<file path="config.mk">
export PLATFORM = sky130hd
export DESIGN_NAME = stopwatch_ctrl_flat
export DESIGN_NICKNAME = d
export VERILOG_FILES = /design/src/rtl/stopwatch_ctrl_if.sv /design/src/rtl/stopwatch_ctrl.sv /design/src/flat_wrapper.sv
export SDC_FILE = /design/constraint.sdc
export NUM_CORES = 1
export LEC_CHECK = 0
export CORE_ASPECT_RATIO = 0.75
export CORE_UTILIZATION = 47
export CTS_CLUSTER_SIZE = 28
export DETAILED_ROUTE_END_ITERATION = 6
export MAX_ROUTING_LAYER = met4
export PLACE_DENSITY = 0.76
export SLEW_MARGIN = 20
export SYNTH_ARGS = -nofsm -noshare
export SYNTH_HDL_FRONTEND = slang
export SYNTH_SLANG_ARGS = --single-unit
</file>
<file path="constraint.sdc">
create_clock -name i_clk -period 3.8 [get_ports i_clk]
set_clock_uncertainty 0.1 [all_clocks]
set_input_delay 0.38 -clock i_clk [delete_from_list [all_inputs] [get_ports i_clk]]
set_output_delay 0.38 -clock i_clk [all_outputs]
set_load 0.01 [all_outputs]
</file>
<file path="src/rtl/stopwatch_ctrl_if.sv">
// Stopwatch control bus: strobes/levels into the controller and the registered
// time/status outputs back to the display datapath.
//   i_tick_1hz  count strobe (one clk wide)
//   i_tick_2hz  adjust/blink strobe (one clk wide)
//   i_pause_pls toggles RUN/PAUSED
//   i_clear_pls zeroes the time
//   i_adj       level, 1 = adjust mode
//   i_sel       level, adjust target: 0 = minute, 1 = second
//   o_minute    current minutes
//   o_second    current seconds
//   o_running   1 in RUN
//   o_adj_mode  1 in ADJUST
//   o_blink     blink phase for the field being adjusted
// slave modport = the controller, master modport = whoever drives the controls.
interface stopwatch_ctrl_if;
  logic       i_tick_1hz;
  logic       i_tick_2hz;
  logic       i_pause_pls;
  logic       i_clear_pls;
  logic       i_adj;
  logic       i_sel;
  logic [5:0] o_minute;
  logic [5:0] o_second;
  logic       o_running;
  logic       o_adj_mode;
  logic       o_blink;

  modport slave (
    input  i_tick_1hz, i_tick_2hz, i_pause_pls, i_clear_pls, i_adj, i_sel,
    output o_minute, o_second, o_running, o_adj_mode, o_blink
  );

  modport master (
    output i_tick_1hz, i_tick_2hz, i_pause_pls, i_clear_pls, i_adj, i_sel,
    input  o_minute, o_second, o_running, o_adj_mode, o_blink
  );
endinterface

</file>
<file path="src/rtl/stopwatch_ctrl.sv">
// Stopwatch sequencing controller. Owns the minute/second registers, counts on
// the 1 Hz tick in RUN, supports pause/resume, synchronous clear, and per-field
// adjust on the 2 Hz tick with a blink phase for the adjusted field.
//   i_clk  system clock, rising edge
//   i_rst  asynchronous active-high reset
//   bus    stopwatch_ctrl_if.slave (controls in, time/status out)
// Parameters: MAX_MIN / MAX_SEC last value before wrap (<= 63),
//             START_RUNNING selects RUN (1) or PAUSED (0) out of reset.
module stopwatch_ctrl #(
  parameter int unsigned MAX_MIN       = 59,
  parameter int unsigned MAX_SEC       = 59,
  parameter bit          START_RUNNING = 1'b0
) (
  input  logic              i_clk,
  input  logic              i_rst,
  stopwatch_ctrl_if.slave   bus
);

  typedef enum logic [1:0] {
    ST_PAUSED = 2'd0,
    ST_RUN    = 2'd1,
    ST_ADJUST = 2'd2
  } state_t;

  localparam logic [5:0] LP_MAX_MIN = 6'(MAX_MIN);
  localparam logic [5:0] LP_MAX_SEC = 6'(MAX_SEC);
  localparam state_t     LP_RST_ST  = START_RUNNING ? ST_RUN : ST_PAUSED;

  state_t     r_state, w_state_nxt;
  logic       r_resume, w_resume_nxt;  // 1 = return to RUN on leaving ADJUST
  logic [5:0] r_minute, w_minute_nxt;
  logic [5:0] r_second, w_second_nxt;
  logic       r_blink, w_blink_nxt;

  always_ff @(posedge i_clk or posedge i_rst) begin
    if (i_rst) begin
      r_state  <= LP_RST_ST;
      r_resume <= START_RUNNING;
      r_minute <= '0;
      r_second <= '0;
      r_blink  <= 1'b0;
    end else begin
      r_state  <= w_state_nxt;
      r_resume <= w_resume_nxt;
      r_minute <= w_minute_nxt;
      r_second <= w_second_nxt;
      r_blink  <= w_blink_nxt;
    end
  end

  // Next state. Clear holds the state; adj dominates pause.
  always_comb begin
    w_state_nxt  = r_state;
    w_resume_nxt = r_resume;
    if (bus.i_clear_pls) begin
      w_state_nxt = r_state;
    end else if (bus.i_adj) begin
      if (r_state != ST_ADJUST) w_resume_nxt = (r_state == ST_RUN);
      w_state_nxt = ST_ADJUST;
    end else if (r_state == ST_ADJUST) begin
      w_state_nxt = r_resume ? ST_RUN : ST_PAUSED;
    end else if (bus.i_pause_pls) begin
      w_state_nxt = (r_state == ST_RUN) ? ST_PAUSED : ST_RUN;
    end
  end

  // Datapath acts on the state current at this edge, not the next one, so a
  // pause with a tick in RUN still counts and a resume with a tick does not.
  // '>=' comparisons make any out-of-range value wrap to 0 on the next step.
  always_comb begin
    w_minute_nxt = r_minute;
    w_second_nxt = r_second;
    w_blink_nxt  = r_blink;
    if (bus.i_clear_pls) begin
      w_minute_nxt = '0;
      w_second_nxt = '0;
      w_blink_nxt  = 1'b0;
    end else begin
      unique case (r_state)
        ST_RUN: begin
          if (bus.i_tick_1hz) begin
            if (r_second >= LP_MAX_SEC) begin
              w_second_nxt = '0;
              w_minute_nxt = (r_minute >= LP_MAX_MIN) ? '0 : r_minute + 6'd1;
            end else begin
              w_second_nxt = r_second + 6'd1;
            end
          end
        end
        ST_ADJUST: begin
          if (bus.i_tick_2hz) begin
            w_blink_nxt = ~r_blink;
            if (bus.i_sel)
              w_second_nxt = (r_second >= LP_MAX_SEC) ? '0 : r_second + 6'd1;
            else
              w_minute_nxt = (r_minute >= LP_MAX_MIN) ? '0 : r_minute + 6'd1;
          end
        end
        default: ;
      endcase
      if (w_state_nxt != ST_ADJUST) w_blink_nxt = 1'b0;
    end
  end

  assign bus.o_minute   = r_minute;
  assign bus.o_second   = r_second;
  assign bus.o_running  = (r_state == ST_RUN);
  assign bus.o_adj_mode = (r_state == ST_ADJUST);
  assign bus.o_blink    = r_blink;

endmodule

</file>
<file path="src/flat_wrapper.sv">
// flat-port wrapper written by rule: the top's interface ports become plain ports
module stopwatch_ctrl_flat 
#(
  parameter int unsigned MAX_MIN       = 59,
  parameter int unsigned MAX_SEC       = 59,
  parameter bit          START_RUNNING = 1'b0
)
  (i_clk, i_rst, bus_i_tick_1hz, bus_i_tick_2hz, bus_i_pause_pls, bus_i_clear_pls, bus_i_adj, bus_i_sel, bus_o_minute, bus_o_second, bus_o_running, bus_o_adj_mode, bus_o_blink);
  stopwatch_ctrl_if bus_i ();
  input  logic i_clk;
  input  logic i_rst;
  input wire logic [$bits(bus_i.i_tick_1hz)-1:0] bus_i_tick_1hz;
  input wire logic [$bits(bus_i.i_tick_2hz)-1:0] bus_i_tick_2hz;
  input wire logic [$bits(bus_i.i_pause_pls)-1:0] bus_i_pause_pls;
  input wire logic [$bits(bus_i.i_clear_pls)-1:0] bus_i_clear_pls;
  input wire logic [$bits(bus_i.i_adj)-1:0] bus_i_adj;
  input wire logic [$bits(bus_i.i_sel)-1:0] bus_i_sel;
  output wire logic [$bits(bus_i.o_minute)-1:0] bus_o_minute;
  output wire logic [$bits(bus_i.o_second)-1:0] bus_o_second;
  output wire logic [$bits(bus_i.o_running)-1:0] bus_o_running;
  output wire logic [$bits(bus_i.o_adj_mode)-1:0] bus_o_adj_mode;
  output wire logic [$bits(bus_i.o_blink)-1:0] bus_o_blink;
  assign bus_i.i_tick_1hz = bus_i_tick_1hz;
  assign bus_i.i_tick_2hz = bus_i_tick_2hz;
  assign bus_i.i_pause_pls = bus_i_pause_pls;
  assign bus_i.i_clear_pls = bus_i_clear_pls;
  assign bus_i.i_adj = bus_i_adj;
  assign bus_i.i_sel = bus_i_sel;
  assign bus_o_minute = bus_i.o_minute;
  assign bus_o_second = bus_i.o_second;
  assign bus_o_running = bus_i.o_running;
  assign bus_o_adj_mode = bus_i.o_adj_mode;
  assign bus_o_blink = bus_i.o_blink;
  stopwatch_ctrl #(.MAX_MIN(MAX_MIN), .MAX_SEC(MAX_SEC), .START_RUNNING(START_RUNNING)) u_core (.i_clk(i_clk), .i_rst(i_rst), .bus(bus_i));
endmodule
</file>
Word level (Yosys, flattened, before mapping)
Index checks and enable logic that the tools add are counted.
Widths: inputs -> output; s select.
Word-level totals
  bits in registers: 16
  input port bits: 8
Operators by class
  add/sub/neg operators: 2
  magnitude comparators: 2
  equality and inequality tests: 9
  muxes and demuxes: 23
  bitwise operators: 2
  reduce and logical (&&, ||, !) cells: 7
Operator list (number)
  $mux 6: 11
  $pmux 6 s2: 2
  $add 6x1->6 const B: 2
  $ge 6x6->1 const B: 2
  $ne 3x3->1 const B: 4
  $reduce_bool 3->1: 3
  $mux 2: 4
  $mux 1: 6
  $reduce_and 5->1: 1
  $ne 2x2->1 const B: 2
  $reduce_and 4->1: 1
  $ne 3x2->1 const B: 1
  $reduce_and 3->1: 1
  $eq 2x1->1 const B: 1
  $eq 2x2->1 const B: 1
  $not 1->1: 2
  $reduce_and 2->1: 1

Logic depth before layout (Yosys ltp)
Gate-level depths: netlist (run 1).
  depth in word-level cells: 9
  mapped depth: 6

Worst setup path after synthesis (run 1)
Ideal clock, no wire load.
  kind: reg-to-reg
  start: register u_core.r_state[0]
  end: register u_core.r_second[0] (netlist: u_core.bus.o_second[0])
  library setup time: 0.125 ns
  data arrival time: 1.528 ns
  required time: 3.575 ns
  slack: 2.047 ns
  stages on the path, launching flop included: 7
  buffers on the path: 0
  clock period less this slack: 1.753 ns
  path through: dfrtp_1 -> inv_1 -> ha_1 -> a21boi_2 -> o31a_2 -> nor2_2 -> mux2_2
Between the ends
  longest elaborated chain between the ends: 3
  elaborated cells on any way between the ends: 9
  classes of those cells: 5 x eq/ne; 2 x mux; 2 x reduce/logical
RTL lines
  from (decl): RTL line stopwatch_ctrl.sv:29  | state_t r_state, w_state_nxt;
  from (signal assigned): RTL line stopwatch_ctrl.sv:43  | r_state <= w_state_nxt;
  $eq 2x2->1 *
  net bus_o_adj_mode: RTL line flat_wrapper.sv:21  | output wire logic [$bits(bus_i.o_adj_mode)-1:0] bus_o_adj_mode;
  $ne 3x3->1 (no source line), or another cell as far along
  $reduce_and 4->1 (no source line) or $mux 6 (tied branches)
  to (signal assigned): RTL line stopwatch_ctrl.sv:46  | r_second <= w_second_nxt;
  to (decl): RTL line stopwatch_ctrl.sv:32  | logic [5:0] r_second, w_second_nxt;
The timed path passes the listed nets; every way through them passes the cells marked *.
A chain may end at the register's enable or synchronous reset.

Final worst setup path (run 1)
  start: register u_core.r_state[0]
  end: output port bus_o_adj_mode
Between the ends
  longest elaborated chain between the ends: 1
RTL lines
  $eq 2x2->1: RTL line stopwatch_ctrl.sv:108  | assign bus.o_adj_mode = (r_state == ST_ADJUST);
  to (decl): RTL line flat_wrapper.sv:21
Every way passes these cells.

==> results of run 1 <==
==> flip-flops by register name, indices dropped and copies added, names as in the netlist <==
register             flops
u_core.bus.o_second      6
u_core.bus.o_minute      6
u_core.bus.o_blink       1
u_core.r_state           2
u_core.r_resume          1
==> final cells by class <==
type	count	area [µm²]	share of cell area
Multi-Input combinational cell	72	539	0.432
Clock buffer	4	36.3	0.0291
Sequential cell	16	400	0.321
Tap cell	22	27.5	0.0221
Inverter	6	23.8	0.0191
Timing Repair Buffer	22	220	0.177
==> final timing paths <==
path                                                 endpoint  slack, ns                         from
setup / recovery                               bus_o_adj_mode       1.60  u_core.r_state[0]$_DFF_PP0_
hold / removal             u_core.bus.o_minute[0]$_DFFE_PP0P_       0.35                        i_rst
setup reg to reg           u_core.bus.o_minute[4]$_DFFE_PP0P_       1.93  u_core.r_state[0]$_DFF_PP0_
hold reg to reg                   u_core.r_resume$_DFFE_PP0P_       0.42  u_core.r_resume$_DFFE_PP0P_
max in group asynchronous  u_core.bus.o_second[4]$_DFFE_PP0P_       2.84                        i_rst
min in group i_clk                u_core.r_resume$_DFFE_PP0P_       0.42  u_core.r_resume$_DFFE_PP0P_
==> logic make-up after synthesis <==
family,share of synthesized area
AOI/OAI and AO/OA,0.281
xor gates and xnor gates,0.00902
adders and majority gates,0.0515
buffers and inverters,0.0322
DFF,0.412
muxes,0.0232
and+or+nand+nor,0.191
==> worst register-to-register path, cell delays in order (launching register included) <==
cell and delay (ns):
dfrtp_1 0.43, ha_1 0.28, nor2b_4 0.17, a211oi_4 0.37
a31oi_1 0.14, a311oi_1 0.26
==> metal layers <==
layer  vias up  GRT usage
met3         2     0.0870
met5         -          -
li1        412          -
met2        28      0.320
met4         0     0.0577
met1       374      0.275
==> report_power, final <==
group | switching, µW | internal [µW] | total (µW)
registers | 24.2 | 192 | 217
clock network | 55.2 | 58.4 | 114
logic | 90.7 | 94.3 | 185
==> synthesized netlist by cell type, types with 2 or more instances <==
cell type	instances	area share
nand2_1	10	0.039
inv_1	5	0.019
nand4_1	2	0.013
a311oi_1	3	0.027
ha_1	4	0.052
a22o_1	3	0.027
o21ai_0	7	0.036
nor2b_1	3	0.019
nor2_1	6	0.023
mux2_2	2	0.023
a21oi_1	3	0.015
and3_1	2	0.013
a31oi_1	3	0.019
nand3_1	4	0.021
dfrtp_1	16	0.41
==> per-stage QoR <==
| step | total power, µW | area [µm²] |
|---|---|---|
| 5_1_grt | 547 | 1250 |
| 3_5_place_dp | 405 | 1210 |
| 3_3_place_gp | 401 | 1210 |
| 6_report | 515 | 1250 |
| 4_1_cts | 518 | 1250 |
| 2_1_floorplan | 334 | 971 |
==> impl_results.md, run 1 <==
* Fillcell total at 157
* Worst-Skew Late Latency at 0.29 ns
* Most frequent cells in the layout: clkdlybuf4s50_1, dfrtp_1, nand2_1, o21ai_0, nor2_1
* YS warnings at 0
* P_leak at 0.000554 µW
* Antenna viol nets, final at 0
* Synth Cell Area at between 900 and 1000 µm²
* Max clock buf depth at 2
* Worst hold margin at 0.351 ns
* Commonest non-fill, non-tap cell in the layout: clkdlybuf4s50_1
* Worst Path Required at around 3.3 ns
* Post-Synthesis Net Count at 107
* Vias per cell at 5.75
* Final Non-Filler Cells at roughly 140
* RSZ-0062 raised after global routing: false
* Reg2reg path depth at 5
* Setup ws final at 1.60 ns
* Vias in the first global route at 686
* Cell variety after synth at 37
* Main flop type after synthesis: dfrtp_1
* Avg Inst Size Synth at 10.2 µm²
* Gate Count Post-Synth at 95
* Area Overhead vs Synth at 28.5%
* GR Util All Layers at 0.216
* Critical path class: reg -> out
* Die W at 54.5 µm
* CTS tree: built
* Pre-CTS setup slack at between 1.5 and 2 ns
* Post-cts sizing count at 0
* Post-CTS Setup Bufs at 0
* Cell family with most CP delay: buffers and inverters
* CP Buf/Inv Count at 2
* DRT met1 WL at 1000 µm
* # DRC at 0
* Initial antenna violation count at 0
* Maximum number of pins on one net before global-route repair at 17
* Sum Neg Setup Slack at 0 ns
* Fraction of registers with async set/reset at 1.00
* Die ar. at 2250 µm²
* Critical path cell sequence: inv_1 -> ha_1 -> clkdlybuf4s50_1
* Crit. path cell count at 3
* Final Max Slew Viols at 0
* Number of synthesized flops with an enable pin at 0
* Clk root buf: clkbuf_4
* Std-Cell Rows at 13
* Cts hold-fix bufs at 0
* Post-synthesis sequential area ratio at 0.412
* Worst setup EP type: primary output
* Crit path DAT at 1.72 ns
* Routed wl met3 at 110 µm
* Final hold vios at 0
* Port bufs at 22
* Status: finished clean
* Yosys reg bits at 16
* Final design utilization at 0.679
* First-pass GRT wire length at 3180 µm
* Via count at 816
* Top Metal Used: met4
* Layout cells sized above 1 at 0.158
* P per Cell Area at 413 nW/µm²
* Final Wtd Congestion at 0.876
* Worst-path clk slew at 0.10 ns
* Layout Nets at 133
* Type of origin of the critical path: flop
* Crit path time final at 2.20 ns
* Initial Util at 0.528
* CTS Sinks at 16
* Final Setup Violations at 0
* CP max stage cell: clkdlybuf4s50_1
* Relative slew slack at 0.584
* Final WL at 2020 µm
* Max stage delay on crit path at ~0.6 ns
* DP HPWL at 1520 µm
* Die Y-Extent at 41.4 µm
* Max H-tree Level at 1
* Period utilization at 0.579
* Overflow after GRT at 0
* Max Cap Viol at 0
* Placed Instances at 138
* Iteration-0 DRC Markers at 13
* Core area at 1840 µm²
* Slew of the pin with the lowest slew margin at 0.623 ns
* CP Max Fanout at 8
* Peak VDD IR at 277 µV
* Max frequency at 0.455 GHz
* Antenna diodes at 0
* CTS Buf Count at 3
* Io pins at 23
* DR WL/cell at 14.2 µm
* Pre-Repair DR Iteration Count at 4
* Hold WC Path Type: in -> async
* DR WL met2 at a little under 900 µm
Note: power is estimated with default switching activity, not from simulation.
==> run 2: changes to the inputs <==
Settings changed: CORE_UTILIZATION 47 to 43, PLACE_DENSITY 0.76 to 0.73.
Clock period 3.8 ns to 1.97 ns, I/O delays scaled along.
==> impl_results.md, run 2 (synthesis results as in run 1) <==
* Status: complete, but fails checks
* Failing checks: design-rule violations
* DP HPWL at 1570 µm (+3.3%)
* P_sw at 334 µW (+96%)
* Die Y-Extent at 43.2 µm (+4.3%)
* Antenna diodes at 0 (unchanged)
* Pre-CTS setup slack at 0.125 ns (-1.45 ns)
* Area Overhead vs Synth at 32.2%
* Fillcell total at 194 (+24%)
* Most frequent cells in the layout: clkdlybuf4s50_1, dfrtp_1, nand2_1, o21ai_0, nor2_1
* Worst Path Required at 2.06 ns (-1.26 ns)
* Placed inst area at 1230 µm² (+1.4%)
* Final Non-Filler Cells at 147 (+3.5%)
* Final Max Slew Viols at 0 (unchanged)
* Type of origin of the critical path: flop
* FF-to-FF Start: u_core.r_state[0]$_DFF_PP0_
* Final hold vios at 0 (unchanged)
* Crit path DAT at 1.95 ns (+0.23 ns)
* P per Cell Area at 769 nW/µm² (+86%)
* GR Util All Layers at 0.191 (-0.0257)
* CTS Buf Count at 3 (unchanged)
* Crit path time final at about 1.9 ns
* Die ar. at 2450 µm² (+8.9%)
* CTS Sinks at 16 (unchanged)
* Io pins at 23 (unchanged)
* RSZ-0062 raised after global routing: false
* Layout cells sized above 1 at 0.187 (+0.0287)
* Placed Instances at 142 (+2.9%)
* Std-Cell Rows at 14 (+1)
* Port bufs at 22 (unchanged)
* Switching Fraction at 0.338 (+0.00816)
* Final Setup Violations at 0 (unchanged)
* CTS tree: built
* R2R setup slack at 0.11 ns (-1.82 ns)
* Period utilization at 0.945
* Max clock buf depth at 2 (unchanged)
* DR WL/cell at 14.3 µm (+0.71%)
* Sum Neg Setup Slack at 0 ns (unchanged)
* Combinational power share at 0.404 (+0.045)
* Reg power frac at 0.421 (about the same)
* Layout Nets at 137 (+3.0%)
* Max Cap Viol at 0 (unchanged)
* Int Pwr at 653 µW (+89%)
* Peak VDD IR at 530 µV (+92%)
* Clock share of power at 0.175 (-0.046)
* Initial antenna violation count at 0 (unchanged)
* Final WL at 2110 µm (+4.3%)
* Max frequency at 0.537 GHz
* Multi-input logic area at 552 µm² (+2.3%)
* Worst-Skew Late Latency at 0.29 ns (about the same)
* Worst R2R End: u_core.bus.o_minute[5]$_DFFE_PP0P_
* Maximum number of pins on one net before global-route repair at 17 (unchanged)
* P_leak at 0.000595 µW (+7.4%)
* Vias in the first global route at 741 (+8.0%)
* Clk root buf: clkbuf_4
* Relative slew slack at 0.591 (+0.00692)
* Initial Util at 0.470 (-0.0585)
* Pre-Repair DR Iteration Count at 6 (+2)
* Reg2reg path depth at 6 (+1)
* Vias per cell at 5.78 (+0.62%)
* First-pass GRT wire length at 3420 µm (+7.4%)
* Final design utilization at 0.621 (-0.0576)
* Overflow after GRT at 0 (unchanged)
* Setup ws final at 0.108 ns (-1.49 ns)
* Die W at 56.9 µm (+4.4%)
* Worst-path clk slew at 0.09 ns (about the same)
* Slew of the pin with the lowest slew margin at 0.612 ns (-0.0104 ns)
* Register area at 400 µm² (unchanged)
* Design area at 1280 µm² (+2.9%)
* Iteration-0 DRC Markers at 14 (+1)
* # DRC at 4 (+4)
* Worst setup EP type: flop
* Via count at 850 (+4.2%)
* Commonest non-fill, non-tap cell in the layout: clkdlybuf4s50_1
* Hold WC Path Type: in -> async
* Critical path class: reg -> reg
* CP Max Fanout at 8 (unchanged)
* Antenna viol nets, final at 0 (unchanged)
* Core area at 2070 µm² (+12%)
* Max H-tree Level at 1 (unchanged)
* Final Wtd Congestion at 0.782 (-11%)
[run 2: changes by cell type in the layout (fill, tap and decap cells not counted)]
cell,delta
buf_4,+4
clkbuf_8,-1
clkdlybuf4s50_1,-2
dlymetal6s2s_1,+2
ha_1,-1
ha_4,+1
[run 2: stage by stage]
stage | total power (µW) | hold WS [ns]
after global routing | 1050 | 0.238
after floorplan | 644 | 0.0107
after detailed placement | 789 | 0.402
final | 987 | 0.176
after global placement | 782 | 0.399
after CTS | 977 | 0.212
[run 2: repair_timing]
| action | 4_1_cts | 5_1_grt |
|---|---|---|
| resized for setup | 1 | 3 |
| buffers inserted | 2 | 0 |
| hold buffers | 0 | 0 |
| pin swaps | 0 | 1 |
| setup endpoints to repair | 1 | 4 |
[run 2: power groups by stage]
| stage | registers, µW | logic [µW] | clock network (µW) |
|---|---|---|---|
| global route | 425 | 429 | 192 |
| detailed placement | 423 | 366 | 0 |
| floorplan | 429 | 215 | 0 |
| global placement | 420 | 362 | 0 |
| CTS | 414 | 386 | 177 |
| finish | 416 | 399 | 173 |
[run 2: worst max path at each step]
stage / start / endpoint / slack [ns]
5_1_grt: u_core.r_state[0]$_DFF_PP0_ / u_core.bus.o_minute[4]$_DFFE_PP0P_ / 0.0004
4_1_cts: u_core.r_state[0]$_DFF_PP0_ / bus_o_adj_mode / 0.02
2_1_floorplan: u_core.r_state[0]$_DFF_PP0_ / u_core.bus.o_second[0]$_DFFE_PP0P_ / 0.22
3_3_place_gp: bus_i_tick_2hz / u_core.bus.o_minute[5]$_DFFE_PP0P_ / 0.16
3_5_place_dp: bus_i_tick_2hz / u_core.bus.o_minute[5]$_DFFE_PP0P_ / 0.12
6_report: u_core.r_state[0]$_DFF_PP0_ / u_core.bus.o_minute[5]$_DFFE_PP0P_ / 0.11
[run 2: area by class of cell]
type | instances | share of cell area
multi-input combinational | 72 | 0.430
inverter | 6 | 0.0185
clock buffer | 3 | 0.0175
timing repair buffer | 26 | 0.199
sequential | 16 | 0.312
tap | 24 | 0.0234
[run 2: worst max-delay path, cell delays in order, from the launching register on]
cell and delay, ns:
dfrtp_1 0.40, buf_4 0.14, ha_1 0.25, nor2b_4 0.17, a211oi_4 0.32, nand3_1 0.12, a32o_1 0.27
[run 2: routing by layer]
metal,global-route usage,wire (µm)
met3,0.0640,119
met1,0.244,1010
met2,0.295,955
met4,0.0439,22
met5,-,0
